### src/rtl/sfifo_axis_out.sv
// Drains a non-FWFT sfifo into an AXI-Stream master through a 3-entry in-order skid buffer.
// Define SFIFO_AXIS_OUT_TLAST_EN to generate m_tlast every G_PKTLEN accepted beats.
module sfifo_axis_out #(
   parameter int G_DATAWIDTH = 32,
   parameter int G_PKTLEN    = 16
) (
   input  logic                   clk,
   input  logic                   rst,
   input  logic                   flush,
   output logic                   fifo_rd_en,
   input  logic [G_DATAWIDTH-1:0] fifo_dout,
   input  logic                   fifo_empty,
   output logic                   m_tvalid,
   input  logic                   m_tready,
   output logic [G_DATAWIDTH-1:0] m_tdata,
   output logic                   m_tlast,
   output logic [1:0]             occupancy
);
   // Handshake: a beat transfers on a rising edge with m_tvalid & m_tready; m_tvalid never
   // depends on m_tready, and m_tdata/m_tlast hold while the beat is stalled.
   logic [G_DATAWIDTH-1:0] mem [3];
   logic [1:0]             wr_ptr;
   logic [1:0]             rd_ptr;
   logic [1:0]             occ;
   logic                   inflight;
   logic                   push;
   logic                   pop;

   function automatic logic [1:0] ptr_inc(input logic [1:0] p);
      return (p == 2'd2) ? 2'd0 : p + 2'd1;
   endfunction

   if (G_PKTLEN < 1 || G_PKTLEN > 65535) begin : g_bad_pktlen
      $error("sfifo_axis_out: G_PKTLEN must be in 1..65535");
   end

   assign push      = inflight & ~flush;
   assign pop       = m_tvalid & m_tready;
   assign m_tvalid  = (occ != 2'd0);
   assign m_tdata   = mem[rd_ptr];
   assign occupancy = occ;

   // Credit check uses registered state only, so m_tready never reaches the read strobe.
   assign fifo_rd_en = rst & ~fifo_empty & ~flush &
                       (({1'b0, occ} + {2'b00, inflight}) < 3'd3);

   always_ff @(posedge clk or negedge rst) begin
      if (!rst) begin
         wr_ptr   <= 2'd0;
         rd_ptr   <= 2'd0;
         occ      <= 2'd0;
         inflight <= 1'b0;
      end else if (flush) begin
         wr_ptr   <= 2'd0;
         rd_ptr   <= 2'd0;
         occ      <= 2'd0;
         inflight <= 1'b0;
      end else begin
         inflight <= fifo_rd_en;
         if (push) wr_ptr <= ptr_inc(wr_ptr);
         if (pop)  rd_ptr <= ptr_inc(rd_ptr);
         occ <= occ + {1'b0, push} - {1'b0, pop};
      end
   end

   always_ff @(posedge clk) begin
      if (push) mem[wr_ptr] <= fifo_dout;
   end

   a_no_overflow: assert property (@(posedge clk) disable iff (!rst)
      !(push && (occ == 2'd3) && !pop));

`ifdef SFIFO_AXIS_OUT_TLAST_EN
   localparam int            CW       = (G_PKTLEN > 1) ? $clog2(G_PKTLEN) : 1;
   localparam logic [CW-1:0] LAST_CNT = CW'(G_PKTLEN - 1);
   logic [CW-1:0]            beat_cnt;

   // Counts beats accepted downstream; a beat dropped by flush never advances it.
   always_ff @(posedge clk or negedge rst) begin
      if (!rst) begin
         beat_cnt <= '0;
      end else if (flush) begin
         beat_cnt <= '0;
      end else if (pop) begin
         beat_cnt <= (beat_cnt == LAST_CNT) ? '0 : beat_cnt + CW'(1);
      end
   end

   assign m_tlast = m_tvalid & (beat_cnt == LAST_CNT);
`else
   assign m_tlast = 1'b0;
`endif

endmodule

### config.mk
export PLATFORM = sky130hd
export DESIGN_NAME = sfifo_axis_out
export DESIGN_NICKNAME = d
export VERILOG_FILES = /design/src/rtl/sfifo_axis_out.sv
export SDC_FILE = /design/constraint.sdc
export NUM_CORES = 1
export LEC_CHECK = 0
export ABC_AREA = 1
export CAP_MARGIN = 0
export CORE_MARGIN = 5
export CORE_UTILIZATION = 39
export CTS_CLUSTER_SIZE = 25
export DETAILED_ROUTE_END_ITERATION = 10
export GPL_ROUTABILITY_DRIVEN = 0
export PLACE_DENSITY = 0.69
export SLEW_MARGIN = 20
export SYNTH_ARGS = -nofsm -noshare
export SYNTH_HDL_FRONTEND = slang
export SYNTH_SLANG_ARGS = --single-unit
### constraint.sdc
create_clock -name clk -period 3.85 [get_ports clk]
set_clock_uncertainty 0.05 [all_clocks]
set_input_delay 0.77 -clock clk [delete_from_list [all_inputs] [get_ports clk]]
set_output_delay 0.77 -clock clk [all_outputs]
set_load 0.02 [all_outputs]
==> impl_metrics.env <==
export IMPL_cts_htree_levels=3
export IMPL_postCtsHoldBufs=0
export IMPL_synth_seq_area_share=0.787
export IMPL_syn_num_nets=331
export IMPL_startpoint="rd_ptr[1]$_DFFE_PN0P_"
export IMPL_fin_nets=410
export IMPL_cts_setup_buffers=0
export IMPL_crit_path_end="m_tdata[1]"
export IMPL_seqPwrFrac=0.480
export IMPL_synth_avg_cell_area_um2=13.4
export IMPL_antenna_found_initial=0
export IMPL_p_comb_frac=0.268
export IMPL_grt_max_degree=29
export IMPL_die_y_um=110
export IMPL_swShare=0.292
export IMPL_diodes=0
export IMPL_power_uw=2630
export IMPL_timing_rr_end="mem[0][30]$_DFFE_PP_"
export IMPL_core_rowCount=36
export IMPL_drt_first_pass_iters=4
export IMPL_post_place_ws_ns=0.664
export IMPL_multiInputGateArea_um2=744
export IMPL_layout_cells_non_filler=507
export IMPL_grt_pass1_vias=2473
export IMPL_setup_viol=0
export IMPL_p_leak_uw=0.00180
export IMPL_clock_root_buffer="clkbuf_8"
export IMPL_layout_commonest_cell="nand2_1"
export IMPL_reg2reg_setup_slack_ns=2.10
export IMPL_final_util=0.517
export IMPL_critPathKind="reg -> out"
export IMPL_ant_nets=0
export IMPL_tightest_slew_ns=0.608
export IMPL_pwr_share_clk=0.252
export IMPL_placed_cells=491
export IMPL_rsz0062_at_grt="false"
export IMPL_layout_common_cells="nand2_1 (105), edfxtp_1 (96), clkdlybuf4s50_1 (72)"
export IMPL_drcViolationCount=0
export IMPL_intPower_uw=1860
export IMPL_setup_tns_final_ns=0
export IMPL_die_w_um=110
export IMPL_rr_worst_depth=3
export IMPL_cts_resized_gates=0
export IMPL_clock_path_buffers=2
export IMPL_io_pins=74
export IMPL_synth_cells=290
export IMPL_cts_tree="built"
export IMPL_ys_seq_elements=103
export IMPL_startpoint_type="register"
export IMPL_drive_gt1_frac=0.0722
export IMPL_via_per_inst=4.60
export IMPL_start_util=0.399
export IMPL_cts_made_buffers=9
export IMPL_die_area_um2=12100
export IMPL_irDropWorstVdd_mv=0.223
export IMPL_hold_path_class="reg -> reg"
export IMPL_dp_hpwl_mm=4.89
export IMPL_layout_setup_ws_ns=0.682
export IMPL_ys_types=17
export IMPL_core_area_um2=9730
export IMPL_status="finished clean"
export IMPL_routedWlPerCell_um=14.9
export IMPL_drt_total_wl_mm=7.53
export IMPL_slew_violations=0
export IMPL_reg2reg_from="inflight$_DFF_PN0_"
export IMPL_cts_sinks=103
export IMPL_hold_violations=0
export IMPL_clk_pin_slew_ns=0.09
export IMPL_p_switching_uw=767
export IMPL_power_density_nw_per_um2=523
export IMPL_drt_initial_drc_count=103
export IMPL_clkLatencyLatePin_ns=0.35
export IMPL_seq_area_um2=3060
export IMPL_grt_pass1_wl_mm=12.2
export IMPL_cap_violations=0
export IMPL_cp_end_kind="output pin"
export IMPL_critPathRequiredTime_ns=3.03
export IMPL_max_slew_margin_rel=0.594
export IMPL_critPathArrivalTime_ns=2.35
export IMPL_max_freq_mhz=316
export IMPL_netlist_area_um2=3880
export IMPL_yosysWarningCount=0
export IMPL_crit_fanout=17
export IMPL_io_buffers=72
export IMPL_vias=2333
export IMPL_nFillCells=854
export IMPL_grt_ovfl_total=0
export IMPL_area_growth_pct=29.5
export IMPL_layout_min_cycle_time_ns=3.17
export IMPL_period_share=0.823
export IMPL_gr_usage_all_layers=0.135
routing by layer:
layer,up-vias,share of wire,GRT usage
li1,1157,-,-
met1,1126,0.41,0.164
met2,42,0.53,0.239
met3,8,0.048,0.0382
met4,0,0.0098,0.0294
met5,-,0,0
cell usage after synthesis:
| cell type | instances | area [um2] |
|---|---|---|
| nand2_1 | 105 | 394 |
| edfxtp_1 | 96 | 2880 |
| nand3_1 | 38 | 190 |
| inv_1 | 11 | 41.3 |
| buf_2 | 7 | 35.0 |
| dfrtp_1 | 7 | 175 |
| nor2_1 | 7 | 26.3 |
| ha_1 | 4 | 50.1 |
| a21oi_1 | 3 | 15.0 |
| buf_4 | 2 | 15.0 |
| clkbuf_1 | 2 | 7.51 |
| nor2_4 | 2 | 22.5 |
| o22ai_1 | 2 | 12.5 |
| conb_1 | 1 | 3.75 |
| inv_2 | 1 | 3.75 |
| nor3_1 | 1 | 5.00 |
| o21ai_0 | 1 | 5.00 |
critical path, cell delays in order, from the launching register on:
cell             delay [ns]
dfrtp_1                0.54
nor2_4                 0.47
buf_12                 0.22
nand2_1                0.07
nand3_1                0.08
clkdlybuf4s50_1        0.61
sequential cells by signal, summed over array words and instances (netlist names):
| name | count |
|---|---|
| inflight | 1 |
| mem | 96 |
| occupancy | 2 |
| rd_ptr | 2 |
| wr_ptr | 2 |
layout make-up:
type | instances | area share
clock buffers | 9 | 0.0246
clock inverters | 7 | 0.0142
inverters | 12 | 0.00895
multi-input cells | 164 | 0.148
flip-flops and latches | 103 | 0.608
well taps | 133 | 0.0331
repair buffers | 79 | 0.164
kinds of logic after synthesis:
logic type,Yosys count,share of synthesized area
other cells,1,0.000965
compound gates,6,0.00837
simple gates,153,0.164
fa+ha+maj,4,0.0129
flops,103,0.787
buf+inv,23,0.0264
worst min-delay path by stage:
stage / from / end / slack (ns) / depth (start not counted)
floorplan: rst / inflight$_DFF_PN0_ / 0.42 / 0
global placement: wr_ptr[0]$_DFFE_PN0P_ / wr_ptr[0]$_DFFE_PN0P_ / 0.54 / 2
detailed placement: wr_ptr[0]$_DFFE_PN0P_ / wr_ptr[0]$_DFFE_PN0P_ / 0.56 / 2
CTS: wr_ptr[0]$_DFFE_PN0P_ / wr_ptr[0]$_DFFE_PN0P_ / 0.57 / 2
global route: rst / occupancy[0]$_DFF_PN0_ / 0.63 / 1
finish: wr_ptr[0]$_DFFE_PN0P_ / wr_ptr[0]$_DFFE_PN0P_ / 0.57 / 2
per-stage QoR:
stage / cell area (um2) / hold slack [ns]
after floorplan: 3880 / 0.424
after global placement: 4840 / 0.536
after detailed placement: 4840 / 0.558
after CTS: 5030 / 0.570
after global routing: 5030 / 0.628
final: 5030 / 0.567
power groups by stage:
stage                     Clock [uW]  Combinational (uW)  Sequential, uW
final                            662                 705            1260
after global routing             725                 771            1270
after CTS                        684                 723            1260
after detailed placement           0                 720            1290
after global placement             0                 712            1290
after floorplan                    0                 355            1290
No activity file was read; power rests on OpenSTA's default activity.
